File: src/rtl/dmem_port_arbiter_pkg.sv
// Shared types for the data-memory port arbiter: owner encoding and fairness default.
// Combinational content only; no latency, no flow control.
package dmem_port_arbiter_pkg;

  localparam int MAX_CPU_STREAK_DEF = 4;
  localparam int CONFLICT_W         = 16;

  typedef enum logic [1:0] {
    OWN_NONE = 2'd0,
    OWN_CPU  = 2'd1,
    OWN_HOST = 2'd2
  } owner_e;

  // Who owned last cycle's access and whether it was a read.
  typedef struct packed {
    owner_e who;
    logic   rd;
  } owner_t;

endpackage

File: src/rtl/dmem_arb_fairness.sv
// Grant decision for CPU vs host with a bounded CPU streak while the host waits.
// Grants are combinational from reqs/mode/streak; losers hold req until granted.
module dmem_arb_fairness
  import dmem_port_arbiter_pkg::*;
#(
  parameter int MAX_CPU_STREAK = MAX_CPU_STREAK_DEF
) (
  input  logic clk,
  input  logic rst,
  input  logic cpu_running,
  input  logic cpu_req,
  input  logic host_req,
  output logic cpu_gnt,
  output logic host_gnt
);

  localparam int STREAK_W = $clog2(MAX_CPU_STREAK + 1);
  localparam logic [STREAK_W-1:0] STREAK_MAX = STREAK_W'(MAX_CPU_STREAK);

  logic [STREAK_W-1:0] streak_q;
  logic [STREAK_W-1:0] streak_d;
  logic                host_first;

  always_comb begin
    cpu_gnt    = 1'b0;
    host_gnt   = 1'b0;
    host_first = !cpu_running || (streak_q >= STREAK_MAX);
    if (!rst) begin
      if (cpu_req && host_req) begin
        host_gnt = host_first;
        cpu_gnt  = !host_first;
      end else begin
        cpu_gnt  = cpu_req;
        host_gnt = host_req;
      end
    end
  end

  // Streak only counts CPU wins that actually made the host wait.
  always_comb begin
    streak_d = streak_q;
    if (!host_req || host_gnt) begin
      streak_d = '0;
    end else if (cpu_gnt && (streak_q < STREAK_MAX)) begin
      streak_d = streak_q + 1'b1;
    end
  end

  always_ff @(posedge clk) begin
    if (rst) begin
      streak_q <= '0;
    end else begin
      streak_q <= streak_d;
    end
  end

endmodule

File: src/rtl/dmem_port_arbiter.sv
// Shares the single-port data memory between the CPU LSU and the AXI host path.
// One access per cycle, ack/rdata exactly one cycle after grant; losers hold req.
module dmem_port_arbiter
  import dmem_port_arbiter_pkg::*;
#(
  parameter int ADDR_W         = 12,
  parameter int DATA_W         = 32,
  parameter int MAX_CPU_STREAK = MAX_CPU_STREAK_DEF
) (
  input  logic                  S_AXI_ACLK,
  input  logic                  S_AXI_ARESET,
  input  logic                  cpu_running,
  input  logic                  cpu_req,
  input  logic                  cpu_we,
  input  logic [ADDR_W-1:0]     cpu_addr,
  input  logic [DATA_W-1:0]     cpu_wdata,
  input  logic [DATA_W/8-1:0]   cpu_wstrb,
  output logic                  cpu_gnt,
  output logic                  cpu_ack,
  output logic [DATA_W-1:0]     cpu_rdata,
  input  logic                  host_req,
  input  logic                  host_we,
  input  logic [ADDR_W-1:0]     host_addr,
  input  logic [DATA_W-1:0]     host_wdata,
  input  logic [DATA_W/8-1:0]   host_wstrb,
  output logic                  host_gnt,
  output logic                  host_ack,
  output logic [DATA_W-1:0]     host_rdata,
  output logic                  mem_en,
  output logic [DATA_W/8-1:0]   mem_we,
  output logic [ADDR_W-1:0]     mem_addr,
  output logic [DATA_W-1:0]     mem_wdata,
  input  logic [DATA_W-1:0]     mem_rdata,
  output logic [CONFLICT_W-1:0] conflict_cnt
);

  logic                  clk;
  logic                  rst;
  owner_t                own_q;
  owner_t                own_d;
  logic [ADDR_W-1:0]     addr_q;
  logic [DATA_W-1:0]     wdata_q;
  logic [CONFLICT_W-1:0] conf_q;

  assign clk = S_AXI_ACLK;
  assign rst = S_AXI_ARESET;

  dmem_arb_fairness #(
    .MAX_CPU_STREAK(MAX_CPU_STREAK)
  ) u_fairness (
    .clk        (clk),
    .rst        (rst),
    .cpu_running(cpu_running),
    .cpu_req    (cpu_req),
    .host_req   (host_req),
    .cpu_gnt    (cpu_gnt),
    .host_gnt   (host_gnt)
  );

  // Address/data hold their last value when idle so the memory bus stays quiet.
  always_comb begin
    own_d     = '{who: OWN_NONE, rd: 1'b0};
    mem_en    = 1'b0;
    mem_we    = '0;
    mem_addr  = addr_q;
    mem_wdata = wdata_q;
    if (cpu_gnt) begin
      mem_en    = 1'b1;
      mem_addr  = cpu_addr;
      mem_wdata = cpu_wdata;
      mem_we    = cpu_we ? cpu_wstrb : '0;
      own_d     = '{who: OWN_CPU, rd: !cpu_we};
    end else if (host_gnt) begin
      mem_en    = 1'b1;
      mem_addr  = host_addr;
      mem_wdata = host_wdata;
      mem_we    = host_we ? host_wstrb : '0;
      own_d     = '{who: OWN_HOST, rd: !host_we};
    end
    if (rst) begin
      mem_addr  = '0;
      mem_wdata = '0;
    end
  end

  always_ff @(posedge clk) begin
    if (rst) begin
      own_q   <= '{who: OWN_NONE, rd: 1'b0};
      addr_q  <= '0;
      wdata_q <= '0;
      conf_q  <= '0;
    end else begin
      own_q   <= own_d;
      addr_q  <= mem_addr;
      wdata_q <= mem_wdata;
      if (cpu_req && host_req && (conf_q != {CONFLICT_W{1'b1}})) begin
        conf_q <= conf_q + 1'b1;
      end
    end
  end

  // Reset masks the return path so an access accepted just before it is never acked.
  assign cpu_ack      = !rst && (own_q.who == OWN_CPU);
  assign host_ack     = !rst && (own_q.who == OWN_HOST);
  assign cpu_rdata    = (cpu_ack && own_q.rd) ? mem_rdata : '0;
  assign host_rdata   = (host_ack && own_q.rd) ? mem_rdata : '0;
  assign conflict_cnt = rst ? '0 : conf_q;

endmodule

File: config.mk
export PLATFORM = sky130hd
export DESIGN_NAME = dmem_port_arbiter
export DESIGN_NICKNAME = d
export VERILOG_FILES = /design/src/rtl/dmem_port_arbiter_pkg.sv /design/src/rtl/dmem_arb_fairness.sv /design/src/rtl/dmem_port_arbiter.sv
export SDC_FILE = /design/constraint.sdc
export NUM_CORES = 1
export LEC_CHECK = 0
export CORE_AREA = 2 2 105 107
export CTS_CLUSTER_DIAMETER = 30
export DETAILED_ROUTE_END_ITERATION = 6
export DIE_AREA = 0 0 107 109
export PLACE_DENSITY = 0.82
export SKIP_LAST_GASP = 1
export SLEW_MARGIN = 0
export SYNTH_ARGS = -nofsm -noshare
export SYNTH_HDL_FRONTEND = slang
export SYNTH_SLANG_ARGS = --single-unit
File: constraint.sdc
create_clock -name S_AXI_ACLK -period 2.8 [get_ports S_AXI_ACLK]
set_clock_uncertainty 0.15 [all_clocks]
set_input_delay 0.28 -clock S_AXI_ACLK [delete_from_list [all_inputs] [get_ports S_AXI_ACLK]]
set_output_delay 0.28 -clock S_AXI_ACLK [all_outputs]
set_load 0.05 [all_outputs]
* After elaboration in Yosys (flattened, before gate mapping) *
Index checks and enable logic that the tools add are counted.

word-level totals
  input bits = 135
  register bits after elaboration = 66
  output and inout port bits = 133
  word-level logic and storage cells = 52

cells by class
  $lt $le $gt $ge = 2
  add/sub/neg operators = 2
  muxes and demuxes = 21
  eq/ne operators = 3
  reductions and logical operators = 17

operators with widths
  operator               number
  $mux 32                5
  $mux 12                3
  $add 16x1->16 const B  1
  $mux 16                1
  $mux 4                 4
  $ne 16x16->1 const B   1
  $logic_and 1x1->1      7
  $logic_not 1->1        6
  $mux 1                 6
  $reduce_or 2->1        2
  $add 3x1->3 const B    1
  $ge 3x3->1 const B     1
  $lt 3x3->1 const B     1
  $mux 3                 1
  $eq 2x1->1 const B     1
  $eq 2x2->1 const B     1
  $logic_or 1x1->1       2
  $mux 2                 1

* Logic depth before layout (Yosys ltp) *
  word-level depth = 7
  mapped depth = 8
  gate-level depth less buffers = 6

* Hierarchy *
Synthesis repeated with hierarchy kept, for this count alone.

second synthesis, totals
  cells, all modules = 526
  area, all modules = 3,881.2 µm²

by module, submodules not included
  module             cells an instance  sequential area each (µm²)  area an instance (µm²)  instances
  dmem_port_arbiter  512                1,261.2                     3,716.1                 1
  dmem_arb_fairness  14                 60.1                        165.2                   1

* Least setup slack after synthesis *
No wires, ideal clock.

  path type = input -> output
  start = input host_req
  end = output mem_addr[0]
  stages = 6
  slack = -0.039 ns
  buffers on the path = 2
  arrival = 2.409 ns
  data required time = 2.370 ns
  cell sequence = buf_4 > inv_1 > a21oi_1 > clkbuf_1 > nand2_1 > a311oi_1

on the way
  longest elaborated chain between the ends = 6
  elaborated cells between the ends (all ways) = 8
  classes of those cells = mux (7); reduce/logical (1)

RTL lines
  item               line                     RTL
  start, declared    dmem_port_arbiter.sv:21  input logic host_req,
  $logic_and 1x1->1  dmem_arb_fairness.sv:29  if (cpu_req && host_req) begin
  $mux 1             dmem_arb_fairness.sv:29
  $mux 1             dmem_arb_fairness.sv:28  if (!rst) begin
  $mux 12            dmem_port_arbiter.sv:73  end else if (host_gnt) begin
  $mux 12 *          dmem_port_arbiter.sv:67  if (cpu_gnt) begin
  $mux 12 *          dmem_port_arbiter.sv:80  if (rst) begin
  end, declared      dmem_port_arbiter.sv:31  output logic [ADDR_W-1:0] mem_addr,

Mark *: on every way between the ends. The rest lies on a longest branch, timed or not.

* Worst setup path in the final report *
  start = input cpu_running
  end = output mem_wdata[8]

on the way
  longest elaborated chain between the ends = 7
  elaborated cells between the ends (all ways) = 10
  classes of those cells = mux (7); reduce/logical (3)

RTL lines
  item                                              line                                              RTL
  start, declared                                   dmem_port_arbiter.sv:12                           input logic cpu_running,
  $logic_not 1->1 *                                 dmem_arb_fairness.sv:27                           host_first = !cpu_running || (streak_q >= STREAK_MAX);
  $logic_or 1x1->1 *                                dmem_arb_fairness.sv:27
  $mux 1 / $logic_not 1->1 (equally long branches)  dmem_arb_fairness.sv:29, dmem_arb_fairness.sv:31
  $mux 1, on equally long branches                  dmem_arb_fairness.sv:28, dmem_arb_fairness.sv:29
  $mux 32 / $mux 1 (equally long branches)          dmem_port_arbiter.sv:73, dmem_arb_fairness.sv:28
  $mux 32 *                                         dmem_port_arbiter.sv:67
  $mux 32 *                                         dmem_port_arbiter.sv:80
  end, declared                                     dmem_port_arbiter.sv:32                           output logic [DATA_W-1:0] mem_wdata,

Marked as above.

==> impl_metrics.tcl <==
set metrics [dict create \
    outcome "finished clean" \
    drtIter0Drc 311 \
    worst_setup_path_start_kind "input port" \
    combPwrFrac 0.351 \
    hold_buffers 0 \
    ys_seq_area_frac 0.358 \
    clkTransAtPathRegs_ps 70 \
    path_class "in2out" \
    num_io_pins 268 \
    drt_wl_total_mm 15.3 \
    cp-startpoint "cpu_running" \
    met2_usage 0.476 \
    period_minus_slack_ps 2660 \
    grt_max_degree 65 \
    nFillCells 747 \
    die_w_um 107 \
    use_met3 0.0873 \
    p_int_mw 1.96 \
    cts_root_buf "clkbuf_8" \
    synth_area_leaders "dfxtp_1 (36%), nand2_1 (12%), and3_1 (11%)" \
    cellPowerDensity_nw_per_um2 366 \
    async_flop_share 0 \
    htreeDepth 3 \
    hold_class "reg2reg" \
    cts_tree "yes" \
    dieHeight_um 109 \
    worstReg2RegEnd "conf_q[14]" \
    cts_buffers 9 \
    yosys_most_used_dff "dfxtp_1" \
    crit_arrival_ps 2230 \
    hpwlAfterDp_mm 12.3 \
    slew_viol_final 0 \
    drive_gt1_frac 0.246 \
    vias 4665 \
    antenna_found_initial 1 \
    antenna_cells 0 \
    power_leakage_nw 3.45 \
    fin_ws_ps 137 \
    clock_power_share 0.294 \
    clock_latency_ps 320 \
    synth_edf_count 0 \
    relSlewSlack 0.590 \
    ant_nets 0 \
    p_seq_frac 0.356 \
    busiest_layer "met2" \
    use_met1 0.257 \
    yosysUniqueCellTypes 42 \
    fin_nets 868 \
    cp_max_fo 28 \
    avgSynthCellArea_sq_um 7.70 \
    rows 38 \
    p_sw_mw 0.885 \
    drv_cap 0 \
    max_freq_mhz 376 \
    yosysWarnings 0 \
    synth_area_sq_um 3690 \
    grt_use_total 0.254 \
    fin_crit_sh 0.951 \
    syn-num-nets 616 \
    grt_pass1_vias 4850 \
    reg2reg_from "conf_q[0]" \
    hold_viol 0 \
    final.setup.tns_ps 0 \
    grt_overflow 0 \
    cts_resized 0 \
    dieArea_sq_um 11700 \
    setup_viol 0 \
    globalplace.congestion 0.853 \
    io_buffers 267 \
    endpoint "mem_wdata[8]" \
    ys_ff_latch 66 \
    peakVddDrop_mv 0.258 \
    dr.pass1.iters 5 \
    p_sw_frac 0.311 \
    end_kind "output pin" \
    worst_pin_slew_ps 611 \
    clockBufferDepth 2 \
    routed_via_density 5.33 \
    pre_cts_ws_ps 178 \
    syn-instance-count 479 \
    grt_pass1_wl_mm 23.5 \
    r2r_cells 5 \
    post-route-drc-count 0 \
    synth_top_area_frac 0.358 \
    core_sq_um 10600 \
    syn_to_final_growth_pct 111 \
    cp.required_ps 2370 \
    yosysTopAreaCell "dfxtp_1" \
    rsz0062_at_grt "no" \
    rrSetupSlack_ps 790 \
    clock-sinks 66 \
    cts_setup_buffers 0 \
    wl_per_cell_um 17.5 \
    start_util 0.348 \
]
area by class of cell:
| type | count | area, sq um | share of cell area |
|---|---|---|---|
| clock inverter | 2 | 35.0 | 0.00450 |
| multi-input combinational | 367 | 2330 | 0.299 |
| inverter | 6 | 22.5 | 0.00289 |
| timing repair buffer | 281 | 3730 | 0.479 |
| sequential | 66 | 1320 | 0.170 |
| clock buffer | 13 | 169 | 0.0217 |
| tap | 140 | 175 | 0.0225 |
flip-flops by register name (all words and copies together) (netlist names):
register / count
wdata_q: 32
own_q: 3
conf_q: 16
addr_q: 12
u_fairness.streak_q: 3
cells in the final DEF, fill, tap and decap left out, drive strengths merged, types with 4 or more instances in the layout:
| cell type | n |
|---|---|
| a32o | 4 |
| inv | 6 |
| nor2 | 36 |
| a22oi | 23 |
| a311oi | 42 |
| clkbuf | 13 |
| mux2 | 10 |
| nor4 | 6 |
| clkdlybuf4s50 | 149 |
| o21ai | 4 |
| dfxtp | 66 |
| buf | 132 |
| and3 | 66 |
| nand4 | 4 |
| nor2b | 17 |
| nand2 | 119 |
| nor3 | 6 |
synth_stat cells (all sizes together) (6+ instances only):
| library cell | number |
|---|---|
| nand2 | 119 |
| and3 | 66 |
| dfxtp | 66 |
| a311oi | 42 |
| nor2 | 36 |
| clkbuf | 32 |
| a22oi | 23 |
| nor2b | 17 |
| mux2 | 10 |
| buf | 8 |
| inv | 6 |
| nor3 | 6 |
| nor4 | 6 |
layer usage:
metal,vias to the layer above,share of wire,wire [um]
met5,-,0.00085,13
met4,2,0.030,452
met3,35,0.084,1290
met2,195,0.54,8200
met1,2189,0.35,5370
li1,2244,-,-
how the worst min path moves through the flow:
stage	cells past startpoint	end	start	slack [ps]
after floorplan	1	own_q[0]	host_we	230
after global placement	2	addr_q[2]	addr_q[2]	270
after detailed placement	1	u_fairness.streak_q[0]	u_fairness.streak_q[0]	280
after CTS	1	u_fairness.streak_q[0]	u_fairness.streak_q[0]	290
after global routing	1	u_fairness.streak_q[0]	u_fairness.streak_q[0]	310
final	1	u_fairness.streak_q[0]	u_fairness.streak_q[0]	290
worst max-delay path, cell delays in order:
cell and delay, ps:
clkdlybuf4s50_1 500, nor2b_1 280, a21oi_1 140, nand2_1 140, inv_2 240, a22oi_1 310, nand2_1 160, buf_12 170
power by group through the flow:
stage | registers [mW] | clock network, mW | logic (mW)
after floorplan | 1.03 | 0 | 0.456
after global placement | 1.03 | 0 | 0.973
after detailed placement | 1.03 | 0 | 0.998
after CTS | 1.01 | 0.855 | 1.00
after global routing | 1.02 | 0.902 | 1.04
final | 1.01 | 0.836 | 0.998
logic make-up (layout without fill, tap and decap cells):
| family | Yosys count | count (layout) | share of synthesized area |
|---|---|---|---|
| AND/OR/NAND/NOR | 270 | 270 | 0.366 |
| AO/OA/AOI/OAI | 85 | 85 | 0.188 |
| buffers and inverters | 46 | 302 | 0.0502 |
| flip-flops | 66 | 66 | 0.358 |
| adder cells (fa/ha/maj) | 2 | 2 | 0.00679 |
| multiplexers | 10 | 10 | 0.0305 |
per-stage QoR:
stage	instances	hold slack (ps)	power, mW	cell area [sq um]	util
after floorplan	479	229	1.48	3810	-
after global placement	860	270	2.00	7580	0.715
after detailed placement	860	278	2.03	7580	0.715
after CTS	875	293	2.87	7780	0.734
after global routing	875	308	2.96	7780	0.734
final	875	285	2.84	7780	0.734
Power figures use the tool's default switching activity.
